<file path="config.mk">
export PLATFORM = sky130hd
export DESIGN_NAME = i2s_sink
export DESIGN_NICKNAME = d
export VERILOG_FILES = /design/src/rtl/i2s_sink.sv
export SDC_FILE = /design/constraint.sdc
export NUM_CORES = 1
export LEC_CHECK = 0
export ABC_AREA = 1
export CORE_MARGIN = 2
export CORE_UTILIZATION = 57
export DETAILED_ROUTE_END_ITERATION = 8
export GPL_TIMING_DRIVEN = 0
export PLACE_DENSITY = 0.75
export SLEW_MARGIN = 25
export SYNTH_ARGS = -nofsm -noshare
export SYNTH_HDL_FRONTEND = slang
export SYNTH_SLANG_ARGS = --single-unit
</file>
<file path="constraint.sdc">
create_clock -name clk -period 1.99 [get_ports clk]
set_input_delay 0.2985 -clock clk [delete_from_list [all_inputs] [get_ports clk]]
set_output_delay 0.2985 -clock clk [all_outputs]
set_load 0.02 [all_outputs]
</file>
<file path="src/rtl/i2s_sink.sv">
// Oversampling I2S receiver. bck/lrck/sdata are synchronized into the clk domain and bck
// rising edges are detected by oversampling, so no logic is clocked from bck. One
// {left, right} pair is deserialized per LRCK frame and offered on a valid/ready port.
//
// Ports:
//   clk          system clock, at least 4x the bck frequency
//   reset_n      asynchronous active-low reset
//   enable       capture enable; low forces IDLE and drops any partial pair
//   bck          I2S bit clock (asynchronous to clk)
//   lrck         word clock, 0 = left slot, 1 = right slot
//   sdata        serial data, MSB first, sampled on bck rising edges
//   out_data     {left, right}, left in the MSBs
//   out_valid    out_data holds an unconsumed pair
//   out_ready    consumer accepts when out_valid && out_ready at a clk edge
//   frame_error  one-cycle pulse: a channel slot ended before SAMPLE_BITS bits arrived
//   overflow     sticky: a completed pair was dropped while out_valid was held
module i2s_sink #(
  parameter int unsigned SAMPLE_BITS = 24,
  parameter int unsigned MSB_DELAY   = 1,
  parameter int unsigned SYNC_STAGES = 2
) (
  input  logic                     clk,
  input  logic                     reset_n,
  input  logic                     enable,
  input  logic                     bck,
  input  logic                     lrck,
  input  logic                     sdata,
  output logic [2*SAMPLE_BITS-1:0] out_data,
  output logic                     out_valid,
  input  logic                     out_ready,
  output logic                     frame_error,
  output logic                     overflow
);

  localparam int unsigned PairW = 2 * SAMPLE_BITS;
  localparam int unsigned CntW  = $clog2(SAMPLE_BITS + MSB_DELAY + 1);

  // Edge index at which a slot holds all its bits; the counter saturates here.
  localparam logic [CntW-1:0] CntMax   = CntW'(SAMPLE_BITS + MSB_DELAY);
  localparam logic [CntW-1:0] CntFirst = CntW'(MSB_DELAY);

  typedef enum logic [1:0] {StIdle, StLeft, StRight} state_e;

  // Input synchronizers and bck edge detection
  logic [SYNC_STAGES-1:0] bck_sync_q, lrck_sync_q, sdata_sync_q;
  logic                   bck_dly_q;
  logic                   bck_rise;

  always_ff @(posedge clk or negedge reset_n) begin
    if (!reset_n) begin
      bck_sync_q   <= '0;
      lrck_sync_q  <= '0;
      sdata_sync_q <= '0;
      bck_dly_q    <= 1'b0;
    end else begin
      bck_sync_q   <= {bck_sync_q[SYNC_STAGES-2:0], bck};
      lrck_sync_q  <= {lrck_sync_q[SYNC_STAGES-2:0], lrck};
      sdata_sync_q <= {sdata_sync_q[SYNC_STAGES-2:0], sdata};
      bck_dly_q    <= bck_sync_q[SYNC_STAGES-1];
    end
  end

  assign bck_rise = bck_sync_q[SYNC_STAGES-1] & ~bck_dly_q;

  // Register the rise event with lrck/sdata from the same synced stage.
  logic rise_q, lrck_smp_q, sdata_smp_q;

  always_ff @(posedge clk or negedge reset_n) begin
    if (!reset_n) begin
      rise_q      <= 1'b0;
      lrck_smp_q  <= 1'b0;
      sdata_smp_q <= 1'b0;
    end else begin
      rise_q      <= bck_rise;
      lrck_smp_q  <= lrck_sync_q[SYNC_STAGES-1];
      sdata_smp_q <= sdata_sync_q[SYNC_STAGES-1];
    end
  end

  // Slot tracking
  logic                   lrck_prev_q;
  logic [CntW-1:0]        idx_q;      // index the next bck rise in this slot will have
  logic [CntW-1:0]        edge_idx;   // index of the rise being processed now
  logic                   lrck_edge, lrck_fall, lrck_rise;
  logic                   slot_full, at_or_past_msb, capture;
  logic [SAMPLE_BITS-1:0] shift_q, left_q;
  logic [PairW-1:0]       pair_q;
  logic                   done_q, frame_error_q;

  assign lrck_edge = rise_q && (lrck_smp_q != lrck_prev_q);
  assign lrck_fall = lrck_edge && !lrck_smp_q;
  assign lrck_rise = lrck_edge && lrck_smp_q;
  assign edge_idx  = lrck_edge ? '0 : idx_q;
  assign slot_full = (idx_q == CntMax);

  if (MSB_DELAY == 0) begin : g_no_delay
    assign at_or_past_msb = 1'b1;
  end else begin : g_delay
    assign at_or_past_msb = (edge_idx >= CntFirst);
  end

  // Bits past the sample window in a long slot are ignored.
  assign capture = rise_q && at_or_past_msb && (edge_idx < CntMax);

  // FSM: state register, next state, outputs
  state_e state_q, state_d;
  logic   pair_done, frame_err_d, left_load, left_clear;

  always_ff @(posedge clk or negedge reset_n) begin
    if (!reset_n) state_q <= StIdle;
    else          state_q <= state_d;
  end

  always_comb begin
    state_d = state_q;
    if (!enable) begin
      state_d = StIdle;
    end else begin
      case (state_q)
        StIdle:  if (lrck_fall) state_d = StLeft;
        StLeft:  if (lrck_rise) state_d = slot_full ? StRight : StIdle;
        // A short right slot still re-syncs on this falling lrck edge.
        StRight: if (lrck_fall) state_d = StLeft;
        default: state_d = StIdle;
      endcase
    end
  end

  always_comb begin
    pair_done   = 1'b0;
    frame_err_d = 1'b0;
    left_load   = 1'b0;
    left_clear  = 1'b0;
    if (enable) begin
      case (state_q)
        StLeft: begin
          if (lrck_rise) begin
            if (slot_full) left_load   = 1'b1;
            else           frame_err_d = 1'b1;
          end
        end
        StRight: begin
          if (lrck_fall) begin
            if (slot_full) begin
              pair_done = 1'b1;
            end else begin
              frame_err_d = 1'b1;
              left_clear  = 1'b1;
            end
          end
        end
        default: ;
      endcase
    end
  end

  // Deserializer datapath
  always_ff @(posedge clk or negedge reset_n) begin
    if (!reset_n) begin
      lrck_prev_q   <= 1'b0;
      idx_q         <= '0;
      shift_q       <= '0;
      left_q        <= '0;
      pair_q        <= '0;
      done_q        <= 1'b0;
      frame_error_q <= 1'b0;
    end else begin
      if (rise_q) begin
        lrck_prev_q <= lrck_smp_q;
        if (lrck_edge)           idx_q <= CntW'(1);
        else if (idx_q != CntMax) idx_q <= idx_q + 1'b1;
      end
      // shift_q holds the finished slot until the edge's own bit lands (matters for MSB_DELAY=0).
      if (capture) shift_q <= {shift_q[SAMPLE_BITS-2:0], sdata_smp_q};
      if (left_load)       left_q <= shift_q;
      else if (left_clear) left_q <= '0;
      if (pair_done) pair_q <= {left_q, shift_q};
      done_q        <= pair_done;
      frame_error_q <= frame_err_d;
    end
  end

  // Output port
  logic [PairW-1:0] out_data_q;
  logic             out_valid_q, overflow_q;

  always_ff @(posedge clk or negedge reset_n) begin
    if (!reset_n) begin
      out_data_q  <= '0;
      out_valid_q <= 1'b0;
      overflow_q  <= 1'b0;
    end else if (done_q) begin
      if (!out_valid_q || out_ready) begin
        out_data_q  <= pair_q;
        out_valid_q <= 1'b1;
      end else begin
        overflow_q <= 1'b1;
      end
    end else if (out_valid_q && out_ready) begin
      out_valid_q <= 1'b0;
    end
  end

  assign out_data    = out_data_q;
  assign out_valid   = out_valid_q;
  assign overflow    = overflow_q;
  assign frame_error = frame_error_q;

endmodule

</file>
# ---- Yosys cells after proc, flatten, opt, wreduce, memory -nomap -nowiden
# Cells that the tools add are included.
dict set report word_totals {
  ff_bits 166
  wordCells 78
}
dict set report op_classes {
  n_reduce_logical 19
  n_bitwise 3
  muxes 27
  eq_ne 8
  n_lt_le_gt_ge 2
  add_sub_neg 1
}
# cell n
set ops {}
lappend ops {{$mux W24} 2}
lappend ops {{$mux W1} 16}
lappend ops {{$mux W5} 3}
lappend ops {{$reduce_and A2 Y1} 5}
lappend ops {{$mux W2} 4}
lappend ops {{$logic_and A1 B1 Y1} 6}
lappend ops {{$reduce_bool A2 Y1} 3}
lappend ops {{$add A5 B1 Y5 const B} 1}
lappend ops {{$eq A5 B5 Y1 const B} 1}
lappend ops {{$ge A5 B1 Y1 const B} 1}
lappend ops {{$lt A5 B5 Y1 const B} 1}
lappend ops {{$ne A5 B5 Y1 const B} 1}
lappend ops {{$pmux W2 S2} 1}
lappend ops {{$ne A3 B2 Y1 const B} 1}
lappend ops {{$ne A3 B3 Y1 const B} 1}
lappend ops {{$eq A2 B1 Y1 const B} 1}
lappend ops {{$eq A2 B2 Y1 const B} 1}
lappend ops {{$logic_not A1 Y1} 2}
lappend ops {{$logic_not A2 Y1} 1}
lappend ops {{$ne A2 B1 Y1 const B} 1}
lappend ops {{$not A1 Y1} 2}
lappend ops {{$pmux W1 S2} 1}
lappend ops {{$reduce_or A2 Y1} 1}
lappend ops {{$and A1 B1 Y1} 1}
lappend ops {{other kinds (2)} 2}

# ---- Logic depth before layout (Yosys ltp)
dict set report logic_depth {
  depth_word 8
  mapped_depth 10
  ltp_nobuf 8
}

# ---- Worst setup path after synthesis
# No wires, ideal clock.
dict set report synth_timing {
  path_type {reg-to-reg}
  startpoint {register idx_q[1]}
  endpoint {register pair_q[20]}
  setup_slack_ns 0.516
  n_path_buf 2
  period_less_slack_ns 1.474
  setup_ns 0.121
  arrival_time_ns 1.353
  path_stages_with_launch 10
  path_cell_list {dfrtp_1 > inv_1 > ha_1 > nand2_1 > nor2_4 > nand2_2 > nor2_4 > buf_6 > buf_6 > o21ai_1}
}
dict set report synth_between {
  elab_chain_len 5
}
# element line_no
set synth_lines {}
lappend synth_lines {{start, declared} 82} ;# logic [CntW-1:0] idx_q;
lappend synth_lines {{start signal, assigned} 170} ;# if (lrck_edge) idx_q <= CntW'(1);
lappend synth_lines {{start signal, assigned} 171} ;# else if (idx_q != CntMax) idx_q <= idx_q + 1'b1;
lappend synth_lines {{$eq A5 B5 Y1} 94} ;# assign slot_full = (idx_q == CntMax);
lappend synth_lines {{$mux W1} 144} ;# if (slot_full) begin
lappend synth_lines {{$mux W1} 143} ;# if (lrck_fall) begin
lappend synth_lines {{$mux W1} 135} ;# case (state_q)
lappend synth_lines {{$mux W1} 134} ;# if (enable) begin
lappend synth_lines {{net pair_done} 107} ;# logic pair_done, frame_err_d, left_load, left_clear;
lappend synth_lines {{end signal, assigned} 177} ;# if (pair_done) pair_q <= {left_q, shift_q};
lappend synth_lines {{end, declared} 87} ;# logic [PairW-1:0] pair_q;
# The timed path passes the listed nets, and every way through them passes these cells.
# A chain may end at the register's enable or synchronous reset.

# ---- Worst setup path in the final report
dict set report layout_timing {
  startpoint {register idx_q[1]}
  endpoint {register pair_q[14]}
}
dict set report layout_between {
  elab_chain_len 5
}
# element line_no
set layout_lines {}
lappend layout_lines {{$eq A5 B5 Y1} 94}
lappend layout_lines {{$mux W1} 144}
lappend layout_lines {{$mux W1} 143}
lappend layout_lines {{$mux W1} 135}
lappend layout_lines {{$mux W1} 134}
# Every way passes these cells.

==> run metrics <==
RSZ-0062 raised after global routing=false; min-delay worst type=primary input to asynchronous set/reset pin; final clock skew=0.00746 ns; leakage power figure=~0.0040 µW; Critical Path End Type=flip-flop; Die X-Extent=111 µm; ratio of cells with drive above 1 in the final layout=0.113; crit share post-route=0.898; crit-path cells=inv_1 -> ha_1 -> nand2_1 -> nor2_4 -> nand2_2 -> nor2_4 -> buf_6 -> buf_6 -> nand2_1 -> o21ai_2; number of optimization iterations in the first detailed-route pass=5; starting density of the core=0.577; Critical Path Fanout Max=10; full die area=0.0123 mm²; number of placement rows=39; via count of the first global-routing pass=4,834; average wire per standard cell=14.8 µm; die outline height=111 µm; most frequent cells in the layout=199 x nand2_1, 166 x dfrtp_1, 81 x o21ai_0; run status=completed; initial antenna violation count=0; Synth Instances=~680; post-synthesis cell area=0.00653 mm²; most common cell after layout, fill and taps aside=nand2_1; IO Pins=just under 60; CP Data Arrival Time=2.13 ns; R2R Path Start=idx_q[1]; Root Buffer Master=clkbuf_16; slowest stage cell, crit path=dfrtp_1; Setup Viol. Count Final=0; Synth Area per Inst=9.65 µm²; number of sinks on the clock net=166; Total Nets Final=767; count of different cell masters after synthesis=26; Final Routed Wirelength=13.5 mm; final count of hold timing violations=0; core region area=0.0113 mm²; CTS max path bufs=2; dpl cells=879; number of design rule violations left after detail routing=0; top-area cell type share of the netlist area=0.636; slew at the pin closest to its max-slew limit=0.472 ns; Final HPWL DP=9.52 mm; delay of the slowest critical-path stage=0.39 ns; Iteration-0 DRC Markers=between 300 and 400; kind of start point of the critical path=flip-flop; Slew Limit Fails=0; number of setup buffers added after CTS=0; Clk pin slew, worst setup/hold paths=0.06 ns; count of vias placed by the detailed router=around 4,800; Post-Route Setup TNS=0 ns; Syn. warnings=0; net count of the mapped netlist=about 690; P per Cell Area=902 mW/mm²; Layout Cells excl Fill=912; sequential share of the synthesized area=0.636; Total GRT Usage=0.237; Period minus WS final=1.79 ns; port buffer count=57; ranking of synthesized cells by area=dfrtp_1 64%, nand2_1 11%, o21ai_0 6.2%, nand3_1 6.1%, inv_1 3.6%; Max transition margin=0.685; highest ir drop seen on vdd=0.000667 V; number of buffers added by the clock tree synthesis step=17; P&R area growth vs syn=21.6%; Crit path required time=~2.3 ns; post-route antenna net violation count=0; number of diodes added for antenna fixing=0; flip-flop and latch count after synthesis=around 170; peak clock frequency supported by timing=approximately 560 MHz; number of vias per cell after detailed routing=~5.3; H-Tree Level Count=4; remaining global-route overflow=0; source-to-sink clock delay at the later pin of the worst-skew pair=0.42 ns; max-capacitance violation count=0; top cell type by total area after synthesis=dfrtp_1; clock tree from TritonCTS=yes; global-route wire length before repair=23.3 mm; gpl congestion=a little under 0.9; Setup crit start=idx_q[1]; kind of critical path=flip-flop to flip-flop; pin count of the biggest net entering global routing=95
-- cells by family after synthesis --
logic type / count (synthesis) / synth area share
simple gates: 302 / 0.198
flops: 166 / 0.636
compound gates: 103 / 0.0908
buf+inv: 101 / 0.0663
fa+ha+maj: 4 / 0.00766
xor+xnor: 1 / 0.00134
-- worst paths after layout --
check	endpoint	slack, ns	depth (start not counted)
min	out_data[29]	0.28	2
max	pair_q[14]	0.20	10
max reg2reg	pair_q[14]	0.20	10
min in group clk	sdata_sync_q[0]	0.31	1
min reg2reg	sdata_smp_q	0.35	0
max in group asynchronous	pair_q[11]	0.75	4
-- synth_stat cells --
master    instances
buf_1             4
buf_2            18
buf_6             4
clkbuf_1          9
clkbuf_2          1
dfrtp_1         166
ha_1              4
inv_1            63
inv_2             2
nand2_1         199
nand2_2           2
nand3_1          79
nand3_2           1
nand3b_1          1
nand3b_2          1
nand4_1           3
nor2_1            9
nor2_2            2
nor2_4            3
nor3_1            1
nor3b_1           1
o21ai_0          81
o21ai_1           1
o21ai_2          20
o21bai_1          1
xor2_1            1
-- report_power, final --
part / leakage, µW / switching [µW] / internal [µW]
clock: 0.000290 / 1250 / 1970
combinational: 0.00167 / 237 / 117
sequential: 0.00204 / 121 / 3470
total: 0.00400 / 1610 / 5560
-- metal layers --
layer | up-vias | GRT usage | part of all wire
met5 | - | 0 | 0
met2 | 103 | 0.400 | 0.50
met1 | 2381 | 0.304 | 0.44
met3 | 15 | 0.0601 | 0.048
li1 | 2328 | - | -
met4 | 0 | 0.0782 | 0.012
-- per-stage QoR --
step                total power (µW)   util  cell area, µm²  hold WS, ns  setup slack (ns)
global route                    7420  0.702            7940        0.281            0.0965
detailed placement              3990  0.649            7340        0.127            -0.186
floorplan                       3810      -            6530      0.00291             0.516
global placement                3960  0.643            7280        0.333             -5.69
finish                          7170  0.702            7940        0.284             0.203
CTS                             7210  0.701            7940        0.274             0.173
-- sequential cells by signal, indices dropped and copies added (netlist names), 2 cells and up --
signal	flops
out_data	48
bck_sync_q	2
state_q	2
sdata_sync_q	2
shift_q	24
left_q	24
lrck_sync_q	2
pair_q	48
idx_q	5
-- timing repair --
item	in CTS	in global routing
setup endpoints to repair	0	1
gates resized for setup	0	1
hold buffers	1	0
endpoints found under the hold margin	17	0
-- layout make-up --
cell class / instances / area, µm²
Clock inverter: 8 / 96.3
Buffer: 36 / 190
Fill cell: 865 / 3380
Clock buffer: 24 / 492
Multi-Input combinational cell: 410 / 1950
Inverter: 65 / 244
Timing Repair Buffer: 60 / 641
Tap cell: 143 / 179
Sequential cell: 166 / 4150
-- worst max-delay path: cells and delay by family, from the launching register on --
kind / cells / cell delay [ns]
simple gates: 5 / 0.62
buf+inv: 3 / 0.44
flops: 1 / 0.39
fa+ha+maj: 1 / 0.18
compound gates: 1 / 0.07
Note: power is estimated with default switching activity, not from simulation.
